### src/rtl/riscv_mem_arb.sv
// riscv_mem_arb: shares one 32-bit memory port between the core's instruction
// fetch and data (LSU) ports with one transaction outstanding at a time.
// Build option: define MEM_ARB_RR_EN for round-robin arbitration; otherwise
// data has fixed priority over instruction fetch.
module riscv_mem_arb #(
    parameter int TIMEOUT = 255
) (
    input  logic        clk_i,
    input  logic        rst_i,
    input  logic        i_rd_i,
    input  logic [31:0] i_pc_i,
    output logic        i_accept_o,
    output logic        i_valid_o,
    input  logic        d_rd_i,
    input  logic [3:0]  d_wr_i,
    input  logic [31:0] d_addr_i,
    input  logic [31:0] d_data_wr_i,
    input  logic [10:0] d_req_tag_i,
    output logic        d_accept_o,
    output logic        d_ack_o,
    output logic [10:0] d_resp_tag_o,
    output logic [31:0] resp_data_o,
    output logic        resp_error_o,
    output logic        mem_rd_o,
    output logic [3:0]  mem_wr_o,
    output logic [31:0] mem_addr_o,
    output logic [31:0] mem_data_wr_o,
    input  logic        mem_accept_i,
    input  logic        mem_ack_i,
    input  logic [31:0] mem_data_rd_i,
    input  logic        mem_error_i
);

    typedef enum logic [1:0] {ST_IDLE, ST_LOCK, ST_WAIT} state_t;
    typedef enum logic [1:0] {OWN_NONE, OWN_IFETCH, OWN_DATA} owner_t;

    localparam int CW    = (TIMEOUT > 0) ? $clog2(TIMEOUT + 1) : 1;
    localparam bit TO_EN = (TIMEOUT > 0);

    state_t          state_reg, state_next;
    owner_t          owner_reg, owner_next;
    logic [10:0]     tag_reg, tag_next;
    logic [CW-1:0]   cnt_reg, cnt_next;
    owner_t          arb_owner;
    owner_t          grant;
    logic            d_req;
    logic            pick_data;
    logic            expire;

`ifdef MEM_ARB_RR_EN
    // Set when data holds priority, i.e. ifetch was the last requester granted.
    logic            rr_data_first_reg, rr_data_first_next;
`endif

    // A write (any byte enable) takes precedence over a simultaneous read.
    assign d_req  = d_rd_i | (|d_wr_i);
    assign expire = TO_EN && (cnt_reg == '0);

    // Arbitration: who would win if the arbiter were free this cycle.
    always_comb begin
`ifdef MEM_ARB_RR_EN
        pick_data = d_req && (!i_rd_i || rr_data_first_reg);
`else
        pick_data = d_req;
`endif
        if (pick_data) begin
            arb_owner = OWN_DATA;
        end else if (i_rd_i) begin
            arb_owner = OWN_IFETCH;
        end else begin
            arb_owner = OWN_NONE;
        end
    end

    // Grant: live arbitration in IDLE, frozen owner while locked, nobody in WAIT.
    always_comb begin
        case (state_reg)
            ST_IDLE: grant = arb_owner;
            ST_LOCK: grant = owner_reg;
            default: grant = OWN_NONE;
        endcase
    end

    // State register and captured transaction context.
    always_ff @(posedge clk_i or negedge rst_i) begin
        if (!rst_i) begin
            state_reg <= ST_IDLE;
            owner_reg <= OWN_NONE;
            tag_reg   <= '0;
            cnt_reg   <= '0;
        end else begin
            state_reg <= state_next;
            owner_reg <= owner_next;
            tag_reg   <= tag_next;
            cnt_reg   <= cnt_next;
        end
    end

`ifdef MEM_ARB_RR_EN
    // Round-robin pointer; data is preferred out of reset.
    always_ff @(posedge clk_i or negedge rst_i) begin
        if (!rst_i) begin
            rr_data_first_reg <= 1'b1;
        end else begin
            rr_data_first_reg <= rr_data_first_next;
        end
    end
`endif

    // Next-state, downstream request drive and response routing.
    always_comb begin
        state_next    = state_reg;
        owner_next    = owner_reg;
        tag_next      = tag_reg;
        cnt_next      = cnt_reg;
`ifdef MEM_ARB_RR_EN
        rr_data_first_next = rr_data_first_reg;
`endif
        i_accept_o    = 1'b0;
        i_valid_o     = 1'b0;
        d_accept_o    = 1'b0;
        d_ack_o       = 1'b0;
        d_resp_tag_o  = '0;
        resp_data_o   = '0;
        resp_error_o  = 1'b0;
        mem_rd_o      = 1'b0;
        mem_wr_o      = '0;
        mem_addr_o    = '0;
        mem_data_wr_o = '0;

        case (grant)
            OWN_DATA: begin
                mem_rd_o      = d_rd_i && (d_wr_i == 4'h0);
                mem_wr_o      = d_wr_i;
                mem_addr_o    = d_addr_i;
                mem_data_wr_o = d_data_wr_i;
            end
            OWN_IFETCH: begin
                mem_rd_o   = 1'b1;
                mem_addr_o = i_pc_i;
            end
            default: ;
        endcase

        case (state_reg)
            ST_IDLE, ST_LOCK: begin
                if (grant != OWN_NONE) begin
                    owner_next = grant;
                    if (mem_accept_i) begin
                        i_accept_o = (grant == OWN_IFETCH);
                        d_accept_o = (grant == OWN_DATA);
                        if (grant == OWN_DATA) begin
                            tag_next = d_req_tag_i;
                        end
                        cnt_next   = CW'(TIMEOUT);
                        state_next = ST_WAIT;
`ifdef MEM_ARB_RR_EN
                        rr_data_first_next = (grant == OWN_IFETCH);
`endif
                    end else begin
                        state_next = ST_LOCK;
                    end
                end
            end
            ST_WAIT: begin
                // A real ack beats an expiring counter in the same cycle.
                if (mem_ack_i || expire) begin
                    i_valid_o    = (owner_reg == OWN_IFETCH);
                    d_ack_o      = (owner_reg == OWN_DATA);
                    resp_data_o  = mem_ack_i ? mem_data_rd_i : 32'h0;
                    resp_error_o = mem_ack_i ? mem_error_i : 1'b1;
                    d_resp_tag_o = (owner_reg == OWN_DATA) ? tag_reg : 11'h0;
                    state_next   = ST_IDLE;
                    owner_next   = OWN_NONE;
                end else if (TO_EN) begin
                    cnt_next = cnt_reg - 1'b1;
                end
            end
            default: state_next = ST_IDLE;
        endcase

        // Keep every output quiet while reset is asserted, even in IDLE.
        if (!rst_i) begin
            i_accept_o    = 1'b0;
            i_valid_o     = 1'b0;
            d_accept_o    = 1'b0;
            d_ack_o       = 1'b0;
            d_resp_tag_o  = '0;
            resp_data_o   = '0;
            resp_error_o  = 1'b0;
            mem_rd_o      = 1'b0;
            mem_wr_o      = '0;
            mem_addr_o    = '0;
            mem_data_wr_o = '0;
        end
    end

endmodule

### config.mk
export PLATFORM = sky130hd
export DESIGN_NAME = riscv_mem_arb
export DESIGN_NICKNAME = d
export VERILOG_FILES = /design/src/rtl/riscv_mem_arb.sv
export SDC_FILE = /design/constraint.sdc
export NUM_CORES = 1
export LEC_CHECK = 0
export ABC_AREA = 1
export ABC_CLOCK_PERIOD_IN_PS = 2470
export BUFFER_PORTS_ARGS = -buffer_cell sky130_fd_sc_hd__buf_4
export CORE_AREA = 5 5 101 103
export CTS_CLUSTER_SIZE = 14
export DETAILED_ROUTE_END_ITERATION = 8
export DIE_AREA = 0 0 106 108
export PLACE_DENSITY = 0.66
export SLEW_MARGIN = 10
export SYNTH_ARGS = -nofsm -noshare
export SYNTH_HDL_FRONTEND = slang
export SYNTH_SLANG_ARGS = --single-unit
### constraint.sdc
create_clock -name clk_i -period 2.47 [get_ports clk_i]
set_input_delay 0.1235 -clock clk_i [delete_from_list [all_inputs] [get_ports clk_i]]
set_output_delay 0.1235 -clock clk_i [all_outputs]
set_load 0.02 [all_outputs]
---- Yosys cells after proc, flatten, opt, wreduce, memory -nomap -nowiden ----
Index checks and enable logic that the tools add are counted.
cells by class
  divide/modulo/power cells ............... 0
  $lt $le $gt $ge ......................... 0
  muxes and demuxes ....................... 47
  equality and inequality tests ........... 10
  multiply operators ...................... 0
  shift-type cells ........................ 0
  add/subtract/negate cells ............... 1
  bitwise logic cells ..................... 1
  reductions and logical operators ........ 13
operator list
  cell                   number
  $mux W32               7
  $pmux W32 S2           1
  $mux W11               4
  $mux W8                3
  $mux W1                20
  $pmux W8 S2            1
  $pmux W2 S2            3
  $mux W2                5
  $logic_not A8 Y1       1
  $mux W4                2
  $ne A2 B2 Y1 const B   4
  $reduce_and A4 Y1      2
  $sub A8 B1 Y8 const B  1
  $eq A2 B1 Y1 const B   3
  $eq A2 B2 Y1 const B   3
  $logic_not A4 Y1       1
  $reduce_bool A2 Y1     2
  $reduce_or A4 Y1       1
  $reduce_and A3 Y1      1
  $logic_not A2 Y1       1
  $pmux W1 S2            1
  $reduce_and A2 Y1      1
  $reduce_or A2 Y1       1
  $logic_and A1 B1 Y1    1
  2 further kinds        2
word-level totals
  word-level logic and storage cells ...... 76
  bits in read-only memories .............. 0
  memory bits (writable) .................. 0
  output and inout bits ................... 117
  memories kept ........................... 0
  bits in registers ....................... 23
  latch bits .............................. 0

---- Longest topological paths before layout ----
Gate-level depths: netlist of run 1.
  word-level depth ........................ 9
  depth in mapped cells ................... 12

---- Worst setup path after synthesis of run 1 ----
No wires, ideal clock.
  path kind ............................... reg2out
  start ................................... reg state_reg[1]
  end ..................................... out mem_addr_o[10]
  slack ................................... 0.411 ns
  cell stages (with the launch flop) ...... 10
  arrival ................................. 1.936 ns
  cells stage by stage .................... dfrtp_1 inv_1 nand2_1 o21ai_0 inv_1 ha_1 or2_1 buf_2 buf_6 a21oi_2
on the way
  word-level cells in the longest chain between the ends .. 5
  elaborated cells between the ends (all ways) .. 7
RTL lines
  item                                              line  text
  start: declaration                                40    state_t state_reg, state_next;
  start signal: assignment                          92    state_reg <= state_next;
  $eq A2 B1 Y1 or $logic_not A2 Y1 (tied branches)  77    case (state_reg)
  $pmux W2 S2 *                                     77
  $eq A2 B1 Y1 or $eq A2 B2 Y1 (tied branches)      131   case (grant)
  $pmux W32 S2 *                                    131
  $mux W32 *                                        183   if (!rst_i) begin
  end: declaration                                  26    output logic [31:0] mem_addr_o,
Mark *: on every way between the ends. The rest lies on a longest branch, timed or not.

---- Worst setup path after layout of run 1 ----
  start ................................... reg state_reg[1]
  end ..................................... out mem_addr_o[11]
The elaborated chain is that of the path after synthesis.

==> summary.md, run 1 <==
| Metric | Value |
|---|---|
| DIE AREA | 11450 sq um |
| Total congestion overflow | 0 |
| Net count, final | 859 |
| Netlist Area Pre-Place | 2525 sq um |
| Post-DP HPWL | 9831 microns |
| Clk slew on worst S/H paths | 0.09 ns |
| Max-cap viol count | 0 |
| DR DRC count | 0 |
| Synthesized Nets | 603 |
| Routed wire length on met2 | 6142 microns |
| RSZ-0062 raised after global routing | false |
| Worst Setup End Kind | output port |
| Pin slew with the least headroom to its limit | 0.5245 ns |
| Cts bufs inserted | 3 |
| Non-filler cells in the finished layout | 814 |
| DR vias/cell | 4.409 |
| Row count | 35 |
| Syn avg cell area | 5.636 sq um |
| PwrDens | 741.7 nW/um^2 |
| DR WL/cell | 14.46 microns |
| Most frequent cells in the layout | buf_4 (273), nand2_1 (150), nor2_1 (88) |
| Final antenna diode count | 0 |
| Worst clock skew | 0.001911 ns |
| CTS tree | built |
| Via count | 3589 |
| Highest Clock Rate | 435.9 MHz |
| #FFs+latches synth | 23 |
| TritonRoute pass-1 iters | 4 |
| Yosys Warn Count | 0 |
| Highest metal used | met4 |
| Leading cell type in the layout, fill and taps excluded | buf_4 |
| Layout cells sized above 1 | 0.4723 |
| CTS sink count | 23 |
| CP Launch Type | flip-flop |
| Final min period | 2.294 ns |
| Routability congestion estimate | 0.9210 |
| Post-Place Cells | 807 |
| Largest net degree at the start of global routing | 37 |
| WL met3 | 1067 microns |
| # setup viols final | 0 |
| Fin. Hold Viols | 0 |
| Clock root buffer | clkbuf_8 |
| Max IR drop VDD | 0.4371 mV |
| Crit path required time | 2.35 ns |
| # fillers | 929 |
| Gr usage total | 0.1860 |
| First-pass GRT wire length | 17310 microns |
| Area growth, synth to finish | 86.37% |
| Cell leakage power | 0.002612 uW |
| Seq/Total Area, Yosys | 0.2279 |
| Initial Utilization | 0.2772 |
| Cell variety after synth | 27 |
| Rel. slew slack | 0.6499 |
| Final Max Tran Viols | 0 |
| Vias in the first global route | 3421 |
| Htree depth | 1 |
| Max reg flops | 11 |
| Core area | 9109 sq um |
| Die Ht | 108 microns |
| DRT antenna net count | 0 |
| Clk buf depth | 2 |
| Antenna violations before repair | 0 |
| Die width | 106 microns |
| Crit Path Class | reg2out |
| First-iteration detailed-routing DRC count | 223 |
| Status | completed |
| Largest fanout on the critical path | 16 |
| Mapped Cells | 448 |
| Io pins | 267 |
| Skew-Pair Late Insertion Delay | 0.27 ns |
| Fin crit share | 0.9287 |
| Hold/Removal Path Class | in2reg |
| TNS Setup | 0 ns |
| Met1 wire length | 4376 microns |
| # port buffers | 266 |
| WP data arrival | 2.17 ns |
| WL final | 11770 microns |
==> final timing paths <==
check                        startpoint              to  slack (ns)  cells past startpoint
setup / recovery           state_reg[1]  mem_addr_o[11]        0.18                      9
hold / removal             mem_accept_i    state_reg[0]        0.04                      2
setup reg to reg           state_reg[0]      tag_reg[2]        0.43                      9
hold reg to reg              cnt_reg[1]      cnt_reg[1]        0.52                      2
max in group asynchronous         rst_i    state_reg[1]        1.90                      2
min in group asynchronous         rst_i      tag_reg[9]        0.30                      2
==> per-stage QoR <==
step                cell area, sq um    util  power [uW]  hold WS [ns]  worst slack [ns]
finish                          4706  0.5166        3490       0.04116            0.1761
global route                    4706  0.5166        3817       0.04667           0.02286
CTS                             4652  0.5107        3449       0.03966           0.01052
detailed placement              4589  0.5038        3183       0.06420            0.1759
global placement                4589  0.5038        3125       0.05801            0.2856
floorplan                       2525       -        2279       -0.1721            0.4107
==> report_power, final <==
part / switching (uW) / internal, uW
Combinational: 1580 / 993
Sequential: 106 / 561
Clock: 133 / 114
==> layout make-up <==
class	instances	area, sq um	area share
Timing Repair Buffer	276	2105	0.4472
Tap cell	111	138.9	0.02951
Inverter	68	255.2	0.05424
Sequential cell	23	575.6	0.1223
Clock inverter	1	7.507	0.001595
Clock buffer	3	41.29	0.008774
Multi-Input combinational cell	332	1583	0.3363
==> cell families after synthesis <==
group           Yosys count  share of synthesized area
flops                    23                     0.2279
compound gates           50                     0.1457
simple gates            277                     0.4465
buf+inv                  93                     0.1551
fa+ha+maj                 5                    0.02478
==> worst max-delay path, stage by stage (launching register included) <==
cell	delay, ns
dfrtp_1	0.41
inv_2	0.10
nand2_2	0.08
o21ai_2	0.18
inv_1	0.08
ha_1	0.30
or2_4	0.28
clkbuf_16	0.19
a21oi_2	0.12
buf_4	0.15
==> cells in the mapped netlist (all sizes together) <==
cell type,count,area (sq um)
nand4,3,25.02
clkbuf,8,30.03
a21oi,33,277.8
or2,2,12.52
ha,5,62.56
nand3b,1,7.510
o21ai,14,70.07
o211ai,1,7.510
nand2,154,588.1
nand3,21,110.1
inv,68,255.2
buf,17,106.4
nor3,1,5.000
nor2,95,379.1
dfrtp,23,575.6
o22ai,2,12.51
==> routing by layer <==
layer	GRT usage	vias up
li1	-	1848
met2	0.3488	163
met3	0.05612	17
met1	0.2079	1561
met4	0.03978	0
met5	0	-
==> what timing repair did <==
| action | CTS | global route |
|---|---|---|
| setup buffers | 0 | 1 |
| endpoints found under the setup margin | 33 | 70 |
| cloned | 0 | 1 |
| gates resized for setup | 2 | 7 |
| hold buffers | 1 | 0 |
| hold endpoints to repair | 23 | 0 |
| pin swaps | 0 | 1 |
Note: power is estimated with default switching activity, not from simulation.
==> inputs of run 2 (changes only) <==
==> constraint.sdc (replaced) <==
create_clock -name clk_i -period 2.47 [get_ports clk_i]
set_input_delay 0.741 -clock clk_i [delete_from_list [all_inputs] [get_ports clk_i]]
set_output_delay 0.741 -clock clk_i [all_outputs]
set_load 0.02 [all_outputs]
==> run 2 against run 1 <==
Net effect:
- the run now ends with negative setup slack left
- combinational power is 62% higher
- register-to-register slack got worse by 0.06 ns
- power increased by 45%
- critical endpoint is now mem_addr_o[25]
- clock power fell by 8%
- critical path type is now in2out
- via count up 10%
- first-iteration DRC count shrank 28%
- maximum frequency fell by 25%
- count of clock-buffer cells in the layout grew 1
- largest power group unchanged
- clock skew rose by 0.0066 ns
- worst hold slack better by 0.40 ns
- final area increased by 35%
- worst setup slack worse by 0.76 ns
==> summary.md, run 2 (synthesized netlist as in run 1, its figures left out) <==
| Metric | Value |
|---|---|
| Status | complete, but fails checks |
| Failing checks | negative setup slack |
| CTS sink count | 23 |
| Area growth, synth to finish | 151.6% |
| DR DRC count | 0 |
| Clk slew on worst S/H paths | 0.08 ns |
| Crit path required time | 1.73 ns |
| Initial Utilization | 0.2772 |
| Io pins | 267 |
| # setup viols final | 73 |
| Highest metal used | met4 |
| R2R depth | 14 |
| # port buffers | 266 |
| Pin slew with the least headroom to its limit | 0.3467 ns |
| Largest net degree at the start of global routing | 44 |
| Cell leakage power | 0.003069 uW |
| Die Ht | 108 microns |
| Max-cap viol count | 0 |
| Routed wire length on met2 | 7591 microns |
| Met1 wire length | 4887 microns |
| First-pass GRT wire length | 19780 microns |
| RSZ-0062 raised after global routing | true |
| Hold/Removal Path Class | in2async |
| Layout cells sized above 1 | 0.5819 |
| Worst Setup End Kind | output port |
| Leading cell type in the layout, fill and taps excluded | buf_4 |
| WP data arrival | 2.32 ns |
| CTS tree | built |
| CP Launch Type | primary input |
| DR vias/cell | 4.581 |
| Final antenna diode count | 0 |
| Die width | 106 microns |
| Via count | 3949 |
| Max IR drop VDD | 0.4236 mV |
| Routability congestion estimate | 0.8586 |
| Max reg flops | 11 |
| Crit Path Class | in2out |
| Rel. slew slack | 0.7680 |
| Fin crit share | 1.237 |
| DIE AREA | 11450 sq um |
| Clock root buffer | clkbuf_8 |
| Post-DP HPWL | 10360 microns |
| Vias in the first global route | 3732 |
| Fin. Hold Viols | 0 |
| Largest fanout on the critical path | 6 |
| Final Max Tran Viols | 0 |
| Setup slack, reg-to-reg | 0.37 ns |
| First-iteration detailed-routing DRC count | 161 |
| WL final | 13630 microns |
| Gr usage total | 0.2109 |
| Total congestion overflow | 0 |
| Htree depth | 1 |
| Most frequent cells in the layout | buf_4 (214), nand2_1 (148), buf_6 (91) |
| TNS Setup | -37.01 ns |
| PwrDens | 796.2 nW/um^2 |
| DRT antenna net count | 0 |
| Fin util | 0.6974 |
| Cts bufs inserted | 3 |
| WL met3 | 854 microns |
| Highest Clock Rate | 327.2 MHz |
| Clk buf depth | 2 |
| Antenna violations before repair | 0 |
| Design Power | 5058 uW |
| CTS Hold Bufs | 0 |
| Worst clock skew | 0.008555 ns |
| Core area | 9109 sq um |
| TritonRoute pass-1 iters | 4 |
| Skew-Pair Late Insertion Delay | 0.26 ns |
| Net count, final | 907 |
| Worst setup margin | -0.5861 ns |
| Final min period | 3.056 ns |
| Row count | 35 |
| DR WL/cell | 15.81 microns |
==> run 2: timing repair <==
item                                    in CTS  in global routing
setup buffers                               10                 11
endpoints found under the setup margin      84                 85
pin swaps                                    7                 15
gates cloned                                 4                  3
gates resized for setup                    105                 49
==> run 2: path summary, 6_finish.rpt <==
kind / startpoint / to
max in group asynchronous: rst_i / owner_reg[1]
worst min register to register: owner_reg[1] / owner_reg[1]
worst max register to register: state_reg[1] / tag_reg[0]
worst min-delay path: rst_i / cnt_reg[5]
worst max-delay path: d_wr_i[2] / mem_addr_o[25]
min in group clk_i: owner_reg[1] / owner_reg[1]
==> run 2: critical path, stage by stage <==
cell	delay, ns
buf_6	0.10
nor2_4	0.09
nand3b_1	0.13
nand2_1	0.11
o21ai_2	0.07
inv_2	0.06
ha_1	0.21
or2_4	0.34
clkbuf_16	0.20
a21oi_4	0.12
buf_6	0.14
==> run 2: final cells by class <==
type / count / area, sq um
timing repair buffer: 324 / 3042
fill: 717 / 2756
multi-input combinational: 332 / 2288
sequential: 23 / 575.6
inverter: 68 / 262.8
tap: 111 / 138.9
clock buffer: 4 / 45.04
==> run 2: per-layer routing <==
metal,track usage,vias to the layer above
met4,0.02775,0
met3,0.03881,28
met2,0.4185,146
met1,0.2391,1829
li1,-,1946
met5,0,-
==> run 2: through the flow <==
stage | hold WS [ns] | worst slack [ns] | cells | instance area (sq um)
5_1_grt | 0.4325 | -0.6691 | 862 | 6352
3_3_place_gp | 0.4879 | -0.5281 | 834 | 5409
6_report | 0.4376 | -0.5861 | 862 | 6352
4_1_cts | 0.4309 | -0.5325 | 852 | 6062
2_1_floorplan | 0.4454 | -0.3160 | 448 | 3128
3_5_place_dp | 0.5026 | -0.5412 | 834 | 5409
==> run 2: where the power goes <==
part / leakage, uW / internal [uW] / switching [uW] / total (uW)
Combinational: 0.00277 / 1920 / 2250 / 4170
Sequential: 0.000278 / 561 / 102 / 662
Clock: 0.0000228 / 115 / 113 / 228
==> inputs of run 3 (changes only) <==
--- a/config.mk
+++ b/config.mk
@@ -8,11 +8,12 @@
 export ABC_AREA = 1
 export ABC_CLOCK_PERIOD_IN_PS = 2470
 export BUFFER_PORTS_ARGS = -buffer_cell sky130_fd_sc_hd__buf_4
-export CORE_AREA = 5 5 101 103
+export CORE_ASPECT_RATIO = 0.5
+export CORE_MARGIN = 5
+export CORE_UTILIZATION = 36
 export CTS_CLUSTER_SIZE = 14
 export DETAILED_ROUTE_END_ITERATION = 8
-export DIE_AREA = 0 0 106 108
-export PLACE_DENSITY = 0.66
+export PLACE_DENSITY = 0.83
 export SLEW_MARGIN = 10
 export SYNTH_ARGS = -nofsm -noshare
 export SYNTH_HDL_FRONTEND = slang
==> run 3 against run 2 <==
Net effect:
- the run still ends with negative setup slack left
- sequential power increased by 8.6%
- utilization grew 26 points
- combinational power is 15% higher
- count of clock-buffer cells in the layout fell by 1
- critical path depth is 3 higher
- final area is 2.3% higher
- power up 16%
- wire length rose by 65%
- via count grew 31%
- clock skew is 0.0024 ns higher
- critical endpoint is now mem_wr_o[3]
- largest cell class unchanged
- largest power group unchanged
- highest routed layer unchanged
==> summary.md, run 3 (synthesized netlist as in run 1, its figures left out) <==
| Metric | Value |
|---|---|
| Die width | 128.4 microns |
| DRT antenna net count | 0 |
| Clk buf depth | 2 |
| Leading cell type in the layout, fill and taps excluded | buf_4 |
| Post-DP HPWL | 9804 microns |
| Net count, final | 919 |
| Max IR drop VDD | 0.8521 mV |
| CP Launch Type | primary input |
| Rel. slew slack | 0.6518 |
| Skew-Pair Late Insertion Delay | 0.27 ns |
| Initial Utilization | 0.3739 |
| Worst Setup End Kind | output port |
| Vias in the first global route | 4619 |
| Largest net degree at the start of global routing | 33 |
| Hold/Removal Path Class | in2async |
| WL final | 22430 microns |
| Cell leakage power | 0.003133 uW |
| # setup viols final | 126 |
| Worst clock skew | 0.01095 ns |
| WP data arrival | 2.68 ns |
| Layout cells sized above 1 | 0.5963 |
| Status | complete, but fails checks |
| Crit path required time | 1.73 ns |
| Core area | 6753 sq um |
| First-pass GRT wire length | 24740 microns |
| # fillers | 151 |
| Largest fanout on the critical path | 6 |
| TritonRoute pass-1 iters | 7 |
| CTS tree | built |
| DR DRC count | 0 |
| Final Max Tran Viols | 0 |
| Total congestion overflow | 0 |
| Internal power | 2764 uW |
| DR vias/cell | 6.028 |
| Highest Clock Rate | 292.4 MHz |
| Design Power | 5878 uW |
| Most frequent cells in the layout | buf_4 (214), nand2_1 (148), buf_6 (95) |
| DR WL/cell | 26.20 microns |
| Clock root buffer | clkbuf_16 |
| Via count | 5160 |
| Pin slew with the least headroom to its limit | 0.5204 ns |
| Final min period | 3.420 ns |
| PwrDens | 904.9 nW/um^2 |
| Routability congestion estimate | 0.9516 |
| Htree depth | 1 |
| Fin util | 0.9620 |
| Gr usage total | 0.3484 |
| Cts bufs inserted | 3 |
| DIE AREA | 8890 sq um |
| Row count | 21 |
| RSZ-0062 raised after global routing | true |
| Flop pwr share | 0.122 |
| Crit Path Class | in2out |
| Max reg flops | 11 |
| Sw Pwr | 3114 uW |
| CTS Hold Bufs | 0 |
| Clk slew on worst S/H paths | 0.07 ns |
| Setup WS pre-CTS | -0.6079 ns |
| First-iteration detailed-routing DRC count | 672 |
| Area growth, synth to finish | 157.3% |
| TNS Setup | -67.34 ns |
| Hold Slack | 0.4126 ns |
| # port buffers | 266 |
| Net Sw Frac | 0.5298 |
| CTS sink count | 23 |
| Combinational Power Share | 0.814 |
| Clock power share | 0.064 |
| Max-cap viol count | 0 |
| Io pins | 267 |
| Fin crit share | 1.385 |
| Fin. Hold Viols | 0 |
| Antenna violations before repair | 0 |
| Worst setup margin | -0.9501 ns |
| Die Ht | 69.22 microns |
| Failing checks | negative setup slack |
[run 3: final timing paths]
check	slack (ns)	end	depth (start not counted)	start
max	-0.95	mem_wr_o[3]	14	d_wr_i[1]
min in group clk_i	0.57	owner_reg[1]	2	owner_reg[1]
min reg2reg	0.57	owner_reg[1]	2	owner_reg[1]
min	0.41	cnt_reg[5]	2	rst_i
max in group asynchronous	1.65	tag_reg[7]	3	rst_i
max reg2reg	-0.16	tag_reg[8]	13	state_reg[0]
[run 3: per-stage QoR]
step | std cells | instance area [sq um]
after CTS | 845 | 6230
after floorplan | 448 | 3128
after detailed placement | 816 | 5393
final | 856 | 6496
after global routing | 855 | 6494
after global placement | 816 | 5393
[run 3: repair_timing]
| action | in CTS | in global routing |
|---|---|---|
| cloned | 5 | 5 |
| resized for setup | 116 | 51 |
| endpoints found under the setup margin | 94 | 97 |
| setup buffers | 22 | 6 |
| pin swaps | 6 | 9 |
[run 3: cell type report]
| cell class | count | area, sq um | share of cell area |
|---|---|---|---|
| multi-input combinational | 333 | 2282 | 0.3513 |
| timing repair inverter | 3 | 20.02 | 0.003082 |
| clock buffer | 3 | 75.07 | 0.01156 |
| timing repair buffer | 332 | 3157 | 0.4859 |
| clock inverter | 1 | 5.005 | 0.0007704 |
| tap | 92 | 115.1 | 0.01772 |
| antenna | 1 | 2.502 | 0.0003852 |
| sequential | 23 | 575.6 | 0.08860 |
| inverter | 68 | 264.0 | 0.04064 |
[run 3: worst max-delay path: stages]
cell	delay, ns
buf_6	0.09
nor2_4	0.03
nand3b_1	0.19
nand2_1	0.16
o21ai_2	0.23
buf_4	0.22
ha_4	0.15
buf_6	0.13
nand2_8	0.06
buf_12	0.13
buf_6	0.12
buf_12	0.13
nor2_2	0.14
buf_6	0.14
[run 3: per-layer routing]
layer  part of all wire  global-route usage  wire length (microns)  vias up
met5                  0                   0                      0        -
met4               0.11              0.2141                   2556        0
met3               0.12             0.07077                   2803      270
met2               0.47              0.6657                  10650      607
met1               0.29              0.3407                   6416     2302
li1                   -                   -                      -     1981
[run 3: power groups by stage]
stage	Sequential [uW]	Combinational (uW)	Clock (uW)
5_1_grt	727	4930	382
4_1_cts	664	3950	358
3_3_place_gp	659	3160	0
3_5_place_dp	666	3230	0
6_report	719	4780	377
2_1_floorplan	646	2170	0
